===== config.mk =====
export PLATFORM = sky130hd
export DESIGN_NAME = multicycle_mips
export DESIGN_NICKNAME = d
export VERILOG_FILES = /design/src/rtl/mips_pkg.sv /design/src/rtl/mips_regfile.sv /design/src/rtl/multicycle_mips.sv
export SDC_FILE = /design/constraint.sdc
export NUM_CORES = 2
export LEC_CHECK = 0
export CORE_MARGIN = 8
export CORE_UTILIZATION = 60
export CTS_CLUSTER_DIAMETER = 200
export DETAILED_ROUTE_END_ITERATION = 10
export PLACE_DENSITY = 0.81
export SYNTH_ARGS = -nofsm -noshare
export SYNTH_HDL_FRONTEND = slang
export SYNTH_SLANG_ARGS = --single-unit

===== constraint.sdc =====
create_clock -name clk -period 40.9 [get_ports clk]
set_input_delay 4.09 -clock clk [delete_from_list [all_inputs] [get_ports clk]]
set_output_delay 4.09 -clock clk [all_outputs]
set_load 0.01 [all_outputs]

===== src/rtl/mips_pkg.sv =====
// Shared encodings for the multicycle MIPS core: opcodes, funct codes,
// FSM states and ALU control.
package mips_pkg;

  localparam logic [5:0] OP_RTYPE = 6'h00;
  localparam logic [5:0] OP_J     = 6'h02;
  localparam logic [5:0] OP_JAL   = 6'h03;
  localparam logic [5:0] OP_BEQ   = 6'h04;
  localparam logic [5:0] OP_BNE   = 6'h05;
  localparam logic [5:0] OP_ADDI  = 6'h08;
  localparam logic [5:0] OP_SLTI  = 6'h0A;
  localparam logic [5:0] OP_ANDI  = 6'h0C;
  localparam logic [5:0] OP_ORI   = 6'h0D;
  localparam logic [5:0] OP_LW    = 6'h23;
  localparam logic [5:0] OP_SW    = 6'h2B;

  localparam logic [5:0] FN_SLL = 6'h00;
  localparam logic [5:0] FN_SRL = 6'h02;
  localparam logic [5:0] FN_JR  = 6'h08;
  localparam logic [5:0] FN_ADD = 6'h20;
  localparam logic [5:0] FN_SUB = 6'h22;
  localparam logic [5:0] FN_AND = 6'h24;
  localparam logic [5:0] FN_OR  = 6'h25;
  localparam logic [5:0] FN_SLT = 6'h2A;

  typedef enum logic [2:0] {FETCH, DECODE, EXEC, MEM, WB, TRAP} state_t;

  typedef enum logic [2:0] {
    ALU_ADD, ALU_SUB, ALU_AND, ALU_OR, ALU_SLT, ALU_SLL, ALU_SRL
  } alu_ctl_t;

endpackage


===== src/rtl/mips_regfile.sv =====
// 32x32 register file: two asynchronous read ports, one synchronous write
// port, r0 hard-wired to zero, contents cleared by reset.
module mips_regfile (
  input  logic        clk,
  input  logic        rst,
  input  logic        we,
  input  logic [4:0]  waddr,
  input  logic [31:0] wdata,
  input  logic [4:0]  raddr1,
  input  logic [4:0]  raddr2,
  output logic [31:0] rdata1,
  output logic [31:0] rdata2
);

  logic [31:0] regs [32];

  always_ff @(posedge clk or posedge rst) begin
    if (rst) begin
      for (int i = 0; i < 32; i++) regs[i] <= '0;
    end else if (we && waddr != 5'd0) begin
      regs[waddr] <= wdata;
    end
  end

  assign rdata1 = (raddr1 == 5'd0) ? '0 : regs[raddr1];
  assign rdata2 = (raddr2 == 5'd0) ? '0 : regs[raddr2];

endmodule


===== src/rtl/multicycle_mips.sv =====
// Multicycle MIPS subset core: FETCH/DECODE/EXEC/MEM/WB FSM with handshaked
// instruction and data memories and a sticky, absorbing trap state.
module multicycle_mips import mips_pkg::*; #(
  parameter int          DMEM_AW      = 7,
  parameter logic [31:0] RESET_PC     = 32'h0000_0000,
  parameter int          MEM_WAIT_MAX = 15
) (
  input  logic               clk,
  input  logic               rst,
  output logic [31:0]        IR_addr,
  output logic               IR_req,
  input  logic [31:0]        IR,
  input  logic               IR_valid,
  output logic               CEN,
  output logic               WEN,
  output logic               OEN,
  output logic [DMEM_AW-1:0] A,
  output logic [31:0]        Data2Mem,
  input  logic [31:0]        ReadDataMem,
  input  logic               MemValid,
  output logic               trap
);

  state_t             state, next_state;
  logic [31:0]        pc, pc_d, pc_plus4, ir, alu_out, mdr, alu_res;
  logic signed [31:0] a_r, b_r, imm_r, op_b;
  logic [15:0]        wait_cnt;
  logic               pc_ld, waiting, wait_hit, ea_bad, taken;
  logic               rf_we;
  logic [4:0]         rf_waddr;
  logic [31:0]        rf_wdata, rf_rd1, rf_rd2;
  logic               legal, use_imm, zero_ext;
  logic               is_r, is_lw, is_sw, is_beq, is_bne, is_j, is_jal, is_jr;
  alu_ctl_t           alu_ctl;

  wire [5:0] opcode = ir[31:26];
  wire [4:0] rs     = ir[25:21];
  wire [4:0] rt     = ir[20:16];
  wire [4:0] rd     = ir[15:11];
  wire [4:0] shamt  = ir[10:6];
  wire [5:0] funct  = ir[5:0];

  mips_regfile u_regfile (
    .clk    (clk),
    .rst    (rst),
    .we     (rf_we),
    .waddr  (rf_waddr),
    .wdata  (rf_wdata),
    .raddr1 (rs),
    .raddr2 (rt),
    .rdata1 (rf_rd1),
    .rdata2 (rf_rd2)
  );

  always_comb begin
    legal = 1'b1; alu_ctl = ALU_ADD; use_imm = 1'b0; zero_ext = 1'b0;
    is_r = 1'b0; is_lw = 1'b0; is_sw = 1'b0; is_beq = 1'b0;
    is_bne = 1'b0; is_j = 1'b0; is_jal = 1'b0; is_jr = 1'b0;
    case (opcode)
      OP_RTYPE: begin
        is_r = 1'b1;
        case (funct)
          FN_ADD:  alu_ctl = ALU_ADD;
          FN_SUB:  alu_ctl = ALU_SUB;
          FN_AND:  alu_ctl = ALU_AND;
          FN_OR:   alu_ctl = ALU_OR;
          FN_SLT:  alu_ctl = ALU_SLT;
          FN_SLL:  alu_ctl = ALU_SLL;
          FN_SRL:  alu_ctl = ALU_SRL;
          FN_JR:   begin is_r = 1'b0; is_jr = 1'b1; end
          default: legal = 1'b0;
        endcase
      end
      OP_ADDI: use_imm = 1'b1;
      OP_SLTI: begin use_imm = 1'b1; alu_ctl = ALU_SLT; end
      OP_ANDI: begin use_imm = 1'b1; zero_ext = 1'b1; alu_ctl = ALU_AND; end
      OP_ORI:  begin use_imm = 1'b1; zero_ext = 1'b1; alu_ctl = ALU_OR; end
      OP_LW:   begin use_imm = 1'b1; is_lw = 1'b1; end
      OP_SW:   begin use_imm = 1'b1; is_sw = 1'b1; end
      OP_BEQ:  is_beq = 1'b1;
      OP_BNE:  is_bne = 1'b1;
      OP_J:    is_j = 1'b1;
      OP_JAL:  is_jal = 1'b1;
      default: legal = 1'b0;
    endcase
  end

  always_comb begin
    op_b = use_imm ? (zero_ext ? {16'h0000, ir[15:0]} : imm_r) : b_r;
    case (alu_ctl)
      ALU_SUB: alu_res = a_r - op_b;
      ALU_AND: alu_res = a_r & op_b;
      ALU_OR:  alu_res = a_r | op_b;
      ALU_SLT: alu_res = (a_r < op_b) ? 32'd1 : 32'd0;
      ALU_SLL: alu_res = b_r << shamt;
      ALU_SRL: alu_res = b_r >> shamt;
      default: alu_res = a_r + op_b;
    endcase
  end

  assign pc_plus4 = pc + 32'd4;
  assign taken    = (is_beq && a_r == b_r) || (is_bne && a_r != b_r);
  // Data memory only covers word-aligned addresses inside its window.
  assign ea_bad   = (alu_res[1:0] != 2'b00) || ((alu_res >> (DMEM_AW + 2)) != 32'd0);
  assign waiting  = (state == FETCH && IR_req) || state == MEM;
  assign wait_hit = (wait_cnt == 16'(MEM_WAIT_MAX - 1));

  always_comb begin
    next_state = state;
    pc_ld = 1'b0; pc_d = pc_plus4;
    rf_we = 1'b0; rf_waddr = is_r ? rd : rt; rf_wdata = is_lw ? mdr : alu_out;
    case (state)
      FETCH: begin
        if (IR_req && IR_valid) next_state = DECODE;
        else if (IR_req && wait_hit) next_state = TRAP;
      end
      DECODE: next_state = legal ? EXEC : TRAP;
      EXEC: begin
        if (is_beq || is_bne || is_j || is_jal || is_jr) begin
          pc_ld = 1'b1;
          next_state = FETCH;
          if (taken) pc_d = pc_plus4 + {imm_r[29:0], 2'b00};
          else if (is_j || is_jal) pc_d = {pc_plus4[31:28], ir[25:0], 2'b00};
          else if (is_jr) pc_d = a_r;
          if (is_jal) begin rf_we = 1'b1; rf_waddr = 5'd31; rf_wdata = pc_plus4; end
        end else if (is_lw || is_sw) begin
          next_state = ea_bad ? TRAP : MEM;
        end else begin
          next_state = WB;
        end
      end
      MEM: begin
        if (MemValid) begin
          next_state = is_sw ? FETCH : WB;
          pc_ld = is_sw;
        end else if (wait_hit) begin
          next_state = TRAP;
        end
      end
      WB: begin
        rf_we = 1'b1;
        pc_ld = 1'b1;
        next_state = FETCH;
      end
      default: next_state = TRAP;
    endcase
  end

  // Memory-side strobes are registered from next_state so they are glitch-free
  // and can be forced inactive directly by the asynchronous reset.
  always_ff @(posedge clk or posedge rst) begin
    if (rst) begin
      state    <= FETCH;
      pc       <= RESET_PC;
      wait_cnt <= '0;
      IR_req   <= 1'b0;
      CEN      <= 1'b1;
      WEN      <= 1'b1;
      OEN      <= 1'b1;
      A        <= '0;
      Data2Mem <= '0;
    end else begin
      state <= next_state;
      if (pc_ld) pc <= pc_d;
      if (next_state != state) wait_cnt <= '0;
      else if (waiting) wait_cnt <= wait_cnt + 16'd1;
      IR_req <= (next_state == FETCH);
      CEN    <= (next_state != MEM);
      WEN    <= !(next_state == MEM && is_sw);
      OEN    <= !(next_state == MEM && is_lw);
      if (state == EXEC && next_state == MEM) begin
        A        <= alu_res[DMEM_AW+1:2];
        Data2Mem <= b_r;
      end
    end
  end

  always_ff @(posedge clk) begin
    if (state == FETCH && IR_req && IR_valid) ir <= IR;
    if (state == DECODE) begin
      a_r   <= rf_rd1;
      b_r   <= rf_rd2;
      imm_r <= {{16{ir[15]}}, ir[15:0]};
    end
    if (state == EXEC) alu_out <= alu_res;
    if (state == MEM && MemValid) mdr <= ReadDataMem;
  end

  assign IR_addr = pc;
  assign trap    = (state == TRAP);

endmodule


==> out/metrics.csv <==
metric,value,unit
total leakage power,0.03421,uW
largest area contributor in the netlist,dfrtp_1,
Post-CTS Setup Bufs,0,
Synth cell types,101,
critical path endpoint category,flop,
final hold vios,0,
Clk pwr share,0.244,
PD cells,66.03,mW/mm^2
initial antenna violation count,9,
fin area,0.08121,mm^2
post-synth net total,6973,
die area,0.1350,mm^2
max-slew violation count,0,
port bufs,143,
VDD IR max,0.00004504,V
Slew Limit Headroom,0.04435,
register area,0.03327,mm^2
Worst Hold Class,reg -> reg,
Top Ports,144,
CTS buffer count,135,
RD Place Congestion,1.039,
Non-Filler Instances,8297,
dpl cells,8045,
Filler Cell Count,8734,
Combinational Power Share,0.355,
RSZ-0062 raised after global routing,no,
largest net degree at the start of global routing,172,
vias in the first global route,60443,
share of cells above drive strength 1,0.1787,
top cell type's share of synthesized area,0.3766,
initial core utilization,0.6016,
Core Area,0.1232,mm^2
fin crit share,0.1762,
reg2reg start,ir[26],
TritonCTS clock tree,done,
first-pass GRT wire length,392000,um
Rows,129,
launch point of the worst path,ir[26],
Total Power,5362,uW
DP Wirelength,165200,um
register share of total power,0.401,
cells taking the most area after synthesis,"dfrtp_1, mux4_2, o21ai_0",
commonest cells in the netlist,"nand2_1, o21ai_0, dfrtp_1",
"Setup violations, final",0,
CTS resizes,0,
H-tree depth,4,
final wirelength,266100,um
Least-Margin Pin Slew,1.433,ns
"EDFF count, synth",176,
area of the multi-input gates,0.03824,mm^2
Int Power,3332,uW
root buffer cell,clkbuf_16,
total clock sinks,1294,
Synth Area per Inst,10.94,um^2
Clock Skew,0.03292,ns
CTS Hold Buffers Added,0,
die width,367.4,um
"antenna viol nets, final",0,
max-cap violations,0,
Die Y,367.4,um
synth warn,0,
vias per cell,7.205,
Area growth syn-to-layout,9.609,%
CTS Buffer Depth,3,
sequential area share after synthesis,0.4490,
critical path data arrival time,7.92,ns
WL per Instance,32.07,um
Synth Instances,6773,
Switch Pwr,2030,uW
"Max FO, Critical Path",43,
DRC viols,0,
Main synth FF type,dfrtp_1,
worst hold start,u_regfile.regs[992],
drt first pass iters,7,
GRT Residual Overflow,0,
via count,59780,
status,"finished, final reports clean",
DP Area,0.07650,mm^2
setup TNS,0,ns
highest clock rate,0.1388,GHz
WHS,0.3916,ns
1st-iter DRT viols,8440,
clk_lat worst skew,0.80,ns
crit start category,flop,
most common cell in the netlist,nand2_1,
Post-synth ARST share,0.8640,
synthesis-stage register bit count,1294,
Total GRT Usage,0.3883,
Worst Path Required,41.61,ns
"Net count, final",6745,
Clock transition at path regs,0.06,ns
post-layout min period,7.206,ns
Synth Cell Area,0.07409,mm^2
crit path kind,reg -> reg,
switching share of total power,0.3786,
## power groups by stage
stage	Combinational, uW	Sequential [uW]	Clock [uW]
floorplan	1350	1950	0
global placement	1790	2090	0
detailed placement	1840	2140	0
CTS	1870	2120	1310
global route	2050	2170	1360
finish	1900	2150	1310
## layer usage
layer,vias to the layer above,part of all wire,track usage
met5,-,0.00021,0
met1,29756,0.33,0.4681
li1,24382,-,-
met4,8,0.087,0.2804
met3,1252,0.12,0.1189
met2,4382,0.46,0.5947
## flip-flops by register name (all words and copies together) (netlist names)
register,count
wait_cnt,16
A,7
a_r,32
ir,32
mdr,32
Data2Mem,32
state,3
b_r,32
alu_out,32
IR_addr,32
OEN,1
u_regfile.regs,1024
imm_r,16
IR_req,1
WEN,1
CEN,1
## worst paths after layout
kind | endpoint | slack (ns) | depth (start not counted)
min in group asynchronous | Data2Mem[14] | 3.83 | 2
worst max register to register | OEN | 33.69 | 21
worst min-delay path | u_regfile.regs[992] | 0.39 | 0
max in group asynchronous | u_regfile.regs[389] | 33.92 | 5
worst max-delay path | OEN | 33.69 | 21
worst min register to register | u_regfile.regs[992] | 0.39 | 0
## stage by stage
| step | setup slack, ns | util |
|---|---|---|
| 2_1_floorplan | 5.333 | - |
| 3_3_place_gp | 33.10 | 0.6212 |
| 3_5_place_dp | 33.03 | 0.6212 |
| 4_1_cts | 33.85 | 0.6593 |
| 5_1_grt | 33.43 | 0.6593 |
| 6_report | 33.69 | 0.6594 |
## kinds of logic after synthesis
logic type / synth area share
xor+xnor: 0.01596
compound gates: 0.1317
mux: 0.2377
buf+inv: 0.04001
fa+ha+maj: 0.02260
simple gates: 0.1030
flops: 0.4490
## critical path, stage by stage, from the launching register on
cell	delay, ns
edfxtp_1	0.58
o31a_1	0.38
nor3_2	0.10
buf_4	0.54
mux2i_1	0.25
nor2_1	0.05
a21o_1	0.18
inv_1	0.08
ha_1	0.39
or2_1	0.35
a2111oi_0	0.66
o311a_1	0.21
o21ai_1	0.20
a31oi_1	0.57
a31oi_1	0.25
a32o_1	0.32
nor3_1	0.49
nand4b_1	0.18
nor4_2	0.39
nand3_2	0.10
buf_4	0.33
a2111o_1	0.49
## layout by cell type, fill, tap and decap left out, types with 26 or more instances in the layout
master / Yosys / routed
nand2_1: 1215 / 1184
nor2_1: 313 / 305
mux2_2: 63 / 63
buf_4: 6 / 119
ha_1: 129 / 129
nor4_1: 26 / 26
xor2_1: 70 / 70
nand3_1: 57 / 56
clkdlybuf4s50_1: 0 / 143
o21ai_2: 1 / 27
xnor2_1: 65 / 65
mux4_2: 665 / 665
dfrtp_1: 1115 / 1115
o21ai_0: 1129 / 1098
clkbuf_8: 0 / 28
nor3_1: 57 / 55
a21oi_1: 147 / 144
edfxtp_1: 176 / 176
mux2i_1: 189 / 189
o21a_1: 36 / 36
inv_1: 129 / 128
a21o_1: 41 / 41
clkbuf_16: 0 / 140
## cell type report
cell class                      count  area share
Clock inverter                     52    0.008736
Clock buffer                      192     0.04899
Multi-Input combinational cell   4715      0.4709
Antenna cell                        8   0.0002465
Sequential cell                  1294      0.4096
Inverter                          131    0.006147
Tap cell                         1637     0.02522
Timing Repair Buffer              268     0.03011
No activity file was read; power rests on OpenSTA's default activity.
